### config.mk
export PLATFORM = sky130hd
export DESIGN_NAME = parallel_out_arbiter_flat
export DESIGN_NICKNAME = d
export VERILOG_FILES = /design/src/rtl/parallel_out_arbiter_pkg.sv /design/src/rtl/parallel_out_arbiter_if.sv /design/src/rtl/parallel_out_arbiter_rr2.sv /design/src/rtl/parallel_out_arbiter.sv /design/src/flat_wrapper.sv
export SDC_FILE = /design/constraint.sdc
export NUM_CORES = 1
export LEC_CHECK = 0
export CAP_MARGIN = 15
export CORE_MARGIN = 4
export CORE_UTILIZATION = 38
export CTS_CLUSTER_DIAMETER = 80
export DETAILED_ROUTE_END_ITERATION = 16
export HOLD_SLACK_MARGIN = 0.08
export PLACE_DENSITY = 0.81
export RECOVER_POWER = 50
export SYNTH_ARGS = -nofsm -noshare
export SYNTH_HDL_FRONTEND = slang
export SYNTH_SLANG_ARGS = --single-unit
### constraint.sdc
create_clock -name clk -period 1.7 [get_ports clk]
set_input_delay 0.17 -clock clk [delete_from_list [all_inputs] [get_ports clk]]
set_output_delay 0.17 -clock clk [all_outputs]
set_load 0.05 [all_outputs]
### src/rtl/parallel_out_arbiter_pkg.sv
// par_out_pkg: shared FSM states, default output addresses and requester ids for the parallel output arbiter
package par_out_pkg;
  typedef enum logic [1:0] {IDLE, WRITE, REJECT, ACK} state_t;
  localparam logic [31:0] DEF_ADDR_OUT0 = 32'h0FF;
  localparam logic [31:0] DEF_ADDR_OUT1 = 32'h0FE;
  localparam logic REQ_CPU = 1'b0;
  localparam logic REQ_DBG = 1'b1;
endpackage

### src/rtl/parallel_out_arbiter_if.sv
// parallel_out_arbiter_if: two requester handshakes plus output bank bus (shadow readback when PAR_OUT_SHADOW_EN)
interface parallel_out_arbiter_if #(
  parameter int DATA_W = 32,
  parameter int ADDR_W = 32
);
  logic              req0_valid;
  logic [ADDR_W-1:0] req0_addr;
  logic [DATA_W-1:0] req0_data;
  logic              req0_ack;
  logic              req0_err;
  logic              req1_valid;
  logic [ADDR_W-1:0] req1_addr;
  logic [DATA_W-1:0] req1_data;
  logic              req1_ack;
  logic              req1_err;
  logic              out_en;
  logic [ADDR_W-1:0] out_addr;
  logic [DATA_W-1:0] out_data;
  logic              busy;
`ifdef PAR_OUT_SHADOW_EN
  logic [DATA_W-1:0] shadow0;
  logic [DATA_W-1:0] shadow1;
  modport master (
    output req0_valid, req0_addr, req0_data, req1_valid, req1_addr, req1_data,
    input  req0_ack, req0_err, req1_ack, req1_err, out_en, out_addr, out_data, busy, shadow0, shadow1
  );
  modport slave (
    input  req0_valid, req0_addr, req0_data, req1_valid, req1_addr, req1_data,
    output req0_ack, req0_err, req1_ack, req1_err, out_en, out_addr, out_data, busy, shadow0, shadow1
  );
`else
  modport master (
    output req0_valid, req0_addr, req0_data, req1_valid, req1_addr, req1_data,
    input  req0_ack, req0_err, req1_ack, req1_err, out_en, out_addr, out_data, busy
  );
  modport slave (
    input  req0_valid, req0_addr, req0_data, req1_valid, req1_addr, req1_data,
    output req0_ack, req0_err, req1_ack, req1_err, out_en, out_addr, out_data, busy
  );
`endif
endinterface

### src/rtl/parallel_out_arbiter_rr2.sv
// par_out_rr2: combinational 2-way round-robin picker; the last_grant state is held by the parent
module par_out_rr2
  import par_out_pkg::*;
(
  input  logic [1:0] valid,
  input  logic       last_grant,
  output logic       grant_id,
  output logic       grant_any
);
  // contention goes to the requester that did not win the last contended round
  always_comb begin
    grant_any = |valid;
    grant_id  = &valid ? ~last_grant : (valid[1] ? REQ_DBG : REQ_CPU);
  end
endmodule

### src/rtl/parallel_out_arbiter.sv
// parallel_out_arbiter: round-robin write arbiter for the parallel output bank; PAR_OUT_SHADOW_EN adds shadow readback registers
module parallel_out_arbiter
  import par_out_pkg::*;
#(
  parameter int                DATA_W    = 32,
  parameter int                ADDR_W    = 32,
  parameter logic [ADDR_W-1:0] ADDR_OUT0 = ADDR_W'(DEF_ADDR_OUT0),
  parameter logic [ADDR_W-1:0] ADDR_OUT1 = ADDR_W'(DEF_ADDR_OUT1)
) (
  input logic clk,
  input logic rst,
  parallel_out_arbiter_if.slave bus
);
  state_t            state, state_nx;
  logic              win, legal, last_grant, grant_id, grant_any, sel_legal;
  logic [ADDR_W-1:0] sel_addr;
  logic [DATA_W-1:0] sel_data;
  par_out_rr2 u_rr (
    .valid      ({bus.req1_valid, bus.req0_valid}),
    .last_grant (last_grant),
    .grant_id   (grant_id),
    .grant_any  (grant_any)
  );
  // winner's payload and exact-match address decode
  always_comb begin
    sel_addr  = grant_id ? bus.req1_addr : bus.req0_addr;
    sel_data  = grant_id ? bus.req1_data : bus.req0_data;
    sel_legal = (sel_addr == ADDR_OUT0) || (sel_addr == ADDR_OUT1);
  end
  // state register; async reset aborts any sequence in flight
  always_ff @(posedge clk or negedge rst)
    if (!rst) state <= IDLE;
    else state <= state_nx;
  // IDLE -> WRITE|REJECT -> ACK -> IDLE, one cycle per state
  always_comb
    state_nx = (state == IDLE) ? (grant_any ? (sel_legal ? WRITE : REJECT) : IDLE)
             : (state == ACK) ? IDLE : ACK;
  // strobe, ack and busy decode straight from the state
  always_comb begin
    bus.out_en   = state == WRITE;
    bus.busy     = state != IDLE;
    bus.req0_ack = (state == ACK) && (win == REQ_CPU);
    bus.req1_ack = (state == ACK) && (win == REQ_DBG);
    bus.req0_err = bus.req0_ack && !legal;
    bus.req1_err = bus.req1_ack && !legal;
  end
  // latch the winner in IDLE; only contended rounds move the round-robin pointer
  always_ff @(posedge clk or negedge rst)
    if (!rst) begin
      bus.out_addr <= '0;
      bus.out_data <= '0;
      win          <= REQ_CPU;
      legal        <= 1'b0;
      last_grant   <= REQ_DBG;
    end else if (state == IDLE && grant_any) begin
      bus.out_addr <= sel_addr;
      bus.out_data <= sel_data;
      win          <= grant_id;
      legal        <= sel_legal;
      if (&{bus.req1_valid, bus.req0_valid}) last_grant <= grant_id;
    end
`ifdef PAR_OUT_SHADOW_EN
  // mirror each strobed write into the shadow of its target register
  always_ff @(posedge clk or negedge rst)
    if (!rst) begin
      bus.shadow0 <= '0;
      bus.shadow1 <= '0;
    end else if (state == WRITE) begin
      bus.shadow0 <= (bus.out_addr == ADDR_OUT0) ? bus.out_data : bus.shadow0;
      bus.shadow1 <= (bus.out_addr == ADDR_OUT1) ? bus.out_data : bus.shadow1;
    end
`endif
endmodule
### src/flat_wrapper.sv
// flat-port wrapper written by rule: the top's interface ports become plain ports
module parallel_out_arbiter_flat import par_out_pkg::*;
#(
  parameter int                DATA_W    = 32,
  parameter int                ADDR_W    = 32,
  parameter logic [ADDR_W-1:0] ADDR_OUT0 = ADDR_W'(DEF_ADDR_OUT0),
  parameter logic [ADDR_W-1:0] ADDR_OUT1 = ADDR_W'(DEF_ADDR_OUT1)
)
  (clk, rst, bus_req0_valid, bus_req0_addr, bus_req0_data, bus_req1_valid, bus_req1_addr, bus_req1_data, bus_req0_ack, bus_req0_err, bus_req1_ack, bus_req1_err, bus_out_en, bus_out_addr, bus_out_data, bus_busy);
  parallel_out_arbiter_if #(.DATA_W(DATA_W), .ADDR_W(ADDR_W)) bus_i ();
  input logic clk;
  input logic rst;
  input wire logic [$bits(bus_i.req0_valid)-1:0] bus_req0_valid;
  input wire logic [$bits(bus_i.req0_addr)-1:0] bus_req0_addr;
  input wire logic [$bits(bus_i.req0_data)-1:0] bus_req0_data;
  input wire logic [$bits(bus_i.req1_valid)-1:0] bus_req1_valid;
  input wire logic [$bits(bus_i.req1_addr)-1:0] bus_req1_addr;
  input wire logic [$bits(bus_i.req1_data)-1:0] bus_req1_data;
  output wire logic [$bits(bus_i.req0_ack)-1:0] bus_req0_ack;
  output wire logic [$bits(bus_i.req0_err)-1:0] bus_req0_err;
  output wire logic [$bits(bus_i.req1_ack)-1:0] bus_req1_ack;
  output wire logic [$bits(bus_i.req1_err)-1:0] bus_req1_err;
  output wire logic [$bits(bus_i.out_en)-1:0] bus_out_en;
  output wire logic [$bits(bus_i.out_addr)-1:0] bus_out_addr;
  output wire logic [$bits(bus_i.out_data)-1:0] bus_out_data;
  output wire logic [$bits(bus_i.busy)-1:0] bus_busy;
  assign bus_i.req0_valid = bus_req0_valid;
  assign bus_i.req0_addr = bus_req0_addr;
  assign bus_i.req0_data = bus_req0_data;
  assign bus_i.req1_valid = bus_req1_valid;
  assign bus_i.req1_addr = bus_req1_addr;
  assign bus_i.req1_data = bus_req1_data;
  assign bus_req0_ack = bus_i.req0_ack;
  assign bus_req0_err = bus_i.req0_err;
  assign bus_req1_ack = bus_i.req1_ack;
  assign bus_req1_err = bus_i.req1_err;
  assign bus_out_en = bus_i.out_en;
  assign bus_out_addr = bus_i.out_addr;
  assign bus_out_data = bus_i.out_data;
  assign bus_busy = bus_i.busy;
  parallel_out_arbiter #(.DATA_W(DATA_W), .ADDR_W(ADDR_W), .ADDR_OUT0(ADDR_OUT0), .ADDR_OUT1(ADDR_OUT1)) u_core (.clk(clk), .rst(rst), .bus(bus_i));
endmodule
# Word-level counts from Yosys, hierarchy flattened
# Index checks and enable logic that the tools add are counted.
dict set report totals {
  word_cells 32
  input_bits 132
  reg_bits 69
}
dict set report classes {
  n_reduce_logical 12
  n_mux 8
  eq_ne 4
  n_bitwise 2
}
# op count
set op_table {}
lappend op_table {{$eq A32 B8 Y1 const B} 2}
lappend op_table {{$mux W32} 2}
lappend op_table {{$mux W2} 4}
lappend op_table {{$logic_and A1 B1 Y1} 5}
lappend op_table {{$reduce_and A3 Y1} 1}
lappend op_table {{$eq A2 B1 Y1 const B} 1}
lappend op_table {{$eq A2 B2 Y1 const B} 1}
lappend op_table {{$logic_not A2 Y1} 1}
lappend op_table {{$mux W1} 2}
lappend op_table {{$not A1 Y1} 2}
lappend op_table {{$reduce_and A2 Y1} 1}
lappend op_table {{$reduce_bool A2 Y1} 1}
lappend op_table {{$reduce_or A2 Y1} 1}
lappend op_table {{$logic_not A1 Y1} 1}
lappend op_table {{$logic_or A1 B1 Y1} 1}

# Logic depth before layout (Yosys ltp)
dict set report depth {
  ltp_word 8
  ltp_mapped 7
}

# Cells and area by module
# A second synthesis with hierarchy kept.
dict set report unflattened {
  hier_cells 331
  area_unflattened_um2 3355.7
}
# mod area_per_inst_um2 instances cells_per_inst
set by_module_without_submodules {}
lappend by_module_without_submodules {parallel_out_arbiter 3342.0 1 329}
lappend by_module_without_submodules {par_out_rr2 13.8 1 2}

# Worst setup path before layout
# OpenSTA, ideal clock, no wires.
dict set report synth_timing {
  path_kind {reg-to-output}
  startpoint {register u_core.state[1]}
  endpoint {output port bus_req1_err}
  t_required_ns 1.530
  path_slack_ns -0.164
  stages_incl_launch_ff 3
  path_buffers 0
  t_arrival_ns 1.694
  cell_sequence {dfrtp_1 > and3_1 > nor2b_1}
}
dict set report synth_between {
  elab_chain_cells 3
}
# item line_no
set synth_rtl {}
lappend synth_rtl {{start, declared} parallel_out_arbiter.sv:14} ;# state_t state, state_nx;
lappend synth_rtl {{start signal, assigned} parallel_out_arbiter.sv:33} ;# else state <= state_nx;
lappend synth_rtl {{$eq A2 B2 Y1} parallel_out_arbiter.sv:43} ;# bus.req1_ack = (state == ACK) && (win == REQ_DBG);
lappend synth_rtl {{$logic_and A1 B1 Y1} parallel_out_arbiter.sv:43}
lappend synth_rtl {{via bus_req1_ack} flat_wrapper.sv:21} ;# output wire logic [$bits(bus_i.req1_ack)-1:0] bus_req1_ack;
lappend synth_rtl {{$logic_and A1 B1 Y1} parallel_out_arbiter.sv:45} ;# bus.req1_err = bus.req1_ack && !legal;
lappend synth_rtl {{end, declared} flat_wrapper.sv:22} ;# output wire logic [$bits(bus_i.req1_err)-1:0] bus_req1_err;
# The timed path passes the listed nets, and every way through them passes these cells.

# Final worst setup path
dict set report layout_timing {
  startpoint {register u_core.bus.out_data[24]}
  endpoint {output port bus_out_data[24]}
}
# item line_no
set layout_rtl {}
lappend layout_rtl {{start, declared} parallel_out_arbiter_if.sv:38} ;# output req0_ack, req0_err, req1_ack, req1_err, out_en, out_addr, out_data, busy
lappend layout_rtl {{start signal, assigned} parallel_out_arbiter.sv:57} ;# bus.out_data <= sel_data;
lappend layout_rtl {{end, declared} flat_wrapper.sv:25} ;# output wire logic [$bits(bus_i.out_data)-1:0] bus_out_data;
# No word-level cell between the ends.

==> flow_summary.toml <==
[status]
status = "finished, final reports clean"

[routing]
drcViolationCount = 0
dr_wl_met3_um = 858
firstDrtPassIters = 4
met1Wirelength_um = 4070
routed-wl-met2_um = 5280
routed_via_density = 4.89
post_drt_wl_per_cell_um = 16.0
antenna_left = 0
first_iter_violations = 31
dr_total_vias = 3184
top_layer = "met4"
routed_wl_um = 10400

[setup_path]
cp-end-kind = "output pin"
start_kind = "flop"
arrival_ps = 1490
crit_chain = "clkdlybuf4s50_1"
max_stage_delay_ps = 810
crit_required_ps = 1530
worstPathMaxFanout = 2
cp_top_family = "buffers and inverters"
slowest_stage = "clkdlybuf4s50_1"
crit_type = "flop to output pin"
cp.buffers_inverters = 1

[sta]
rsz0062_at_grt = "false"
fin_ws_ps = 36.4
holdWs_ps = 459
fin_skew_ps = 10.6
fin_crit_sh = 0.979
final.min_clock_period_ps = 1660
maxSlewViolCount = 0
maxSlewHeadroom = 0.422
fin_tns_setup_ps = 0
worst_slew_pin_slew_ps = 866
fmaxAchievable_ghz = 0.601
setup_viol = 0
hold_viol = 0

[die]
ios = 202
floorplan.die_area_mm2 = 0.0104
die_w_um = 102
die_h_um = 102
core-area_mm2 = 0.00868
rows = 34
start_util = 0.388

[logic_synthesis]
synth_seq_cells = 69
synth_top_cell_area_share = 0.505
avgSynthCellArea_um2 = 10.2
syn_inst = 331
async_reset_ff_frac = 1.00
syn-cell-area_mm2 = 0.00337
synth-edff-count = 0
synthTopCellsByCount = "nand2_1, dfrtp_1, mux2i_1"
synth_seq_area_share = 0.513
synth_most_common_cell = "nand2_1"
synth.net_count = 463
synth_cell_types = 31
synth_warnings = 0
synth_area_leaders = "dfrtp_1, mux2i_1, nand2_1"
synth_top_flop_cell = "dfrtp_1"
synth_area_leader_cell = "dfrtp_1"

[clock_network]
cts_tree = "built"
cts_sinks = 69
ctsLongestPathBuffers = 2
root_buffer = "clkbuf_8"
path_clk_slew_ps = 80
clk_latency_ps = 330
postCtsSetupBuffers = 0
htreeDepth = 3
cts_buffers = 9

[global_routing]
grt_antenna_before_repair = 0
grt_max_degree = 79
grt_pass1_wl_um = 15900
grt_pass1_vias = 3239
gr-usage-all-layers = 0.195
grt.overflow.total = 0

[place]
place_ws_ps = -186
dp.cells = 634
dpl_cell_area_mm2 = 0.00560
io_buffers = 201
place.gp.congestion = 0.859
dpl.hpwl_um = 8480

[pwr]
powerDensity_mw_per_mm2 = 1900
p_leak_nw = 2.82
peakVddDrop_mv = 0.926
finalPower_mw = 11.0

[final_layout]
area_growth_pct = 72.0
final_cells = 651
fin_area_mm2 = 0.00579
final_core_util = 0.668
diodes = 0
final_layout_size_suffix_gt1_frac = 0.0847
final_nets = 670

[job]
cap_violations = 0

[worst_hold_path]
hp-class = "primary input to flop"
==> placed cells by master, fill, tap and decap left out, types with 2 or more instances in the layout <==
cell type	Yosys	final
buf_12	0	10
dlygate4sd2_1	0	5
nand4b_1	3	3
clkbuf_1	8	31
clkdlybuf4s50_1	0	140
nor4b_1	2	2
xnor2_1	2	2
clkbuf_2	0	2
nor2_1	4	4
buf_4	2	9
nor3_1	4	3
nand2_1	73	72
nor4_1	9	9
o21ai_1	38	38
o21ai_0	26	26
bufinv_16	0	4
dlymetal6s2s_1	0	18
mux2i_1	64	64
dfrtp_1	68	68
clkbuf_8	0	11
==> layer usage <==
| metal | vias up | track usage |
|---|---|---|
| met1 | 1461 | 0.233 |
| met3 | 17 | 0.0471 |
| met2 | 117 | 0.344 |
| li1 | 1589 | - |
| met4 | 0 | 0.0656 |
| met5 | - | 0 |
==> worst paths after layout <==
kind	start	end	slack, ps	cells past startpoint
max	u_core.bus.out_data[24]$_DFFE_PN0P_	bus_out_data[24]	40	1
min	bus_req1_data[0]	u_core.bus.out_data[0]$_DFFE_PN0P_	460	3
max in group asynchronous	rst	u_core.bus.out_addr[12]$_DFFE_PN0P_	420	3
min reg2reg	u_core.bus.out_data[6]$_DFFE_PN0P_	u_core.bus.out_data[6]$_DFFE_PN0P_	480	2
min in group asynchronous	rst	u_core.bus.out_data[6]$_DFFE_PN0P_	480	2
max reg2reg	u_core.state[0]$_DFF_PN0_	u_core.bus.out_data[22]$_DFFE_PN0P_	140	5
==> cell families (layout without fill, tap and decap cells) <==
group,Yosys count,after routing,synth area share
and+or+nand+nor,103,103,0.143
AOI/OAI and AO/OA,70,70,0.116
DFF,69,69,0.513
muxes,64,64,0.190
buffers and inverters,22,234,0.0301
xor gates and xnor gates,3,3,0.00780
==> area by class of cell <==
class / instances / area [um^2]
clock buffer: 11 / 151
clock inverter: 5 / 129
fill: 724 / 2880
inverter: 1 / 3.75
multi-input combinational: 240 / 1560
sequential: 69 / 1730
tap: 108 / 135
timing repair buffer: 217 / 2090
==> power by group <==
part           switching (mW)  internal, mW
Combinational            4.38          1.93
Sequential              0.432          2.45
Clock                   0.627          1.21
Total                    5.43          5.59
==> what timing repair did <==
item | in CTS | in global routing
gates cloned | 0 | 0
hold endpoints to repair | 30 | 0
gates resized for setup | 5 | 26
hold buffers | 1 | 0
pin swaps | 0 | 0
endpoints found under the setup margin | 5 | 46
==> registers in the layout (all words and copies together), names as in the netlist <==
| register | flops |
|---|---|
| u_core.bus.out_addr | 32 |
| u_core.bus.out_data | 32 |
| u_core.last_grant | 1 |
| u_core.legal | 1 |
| u_core.state | 2 |
| u_core.win | 1 |
No activity file was read; power rests on OpenSTA's default activity.
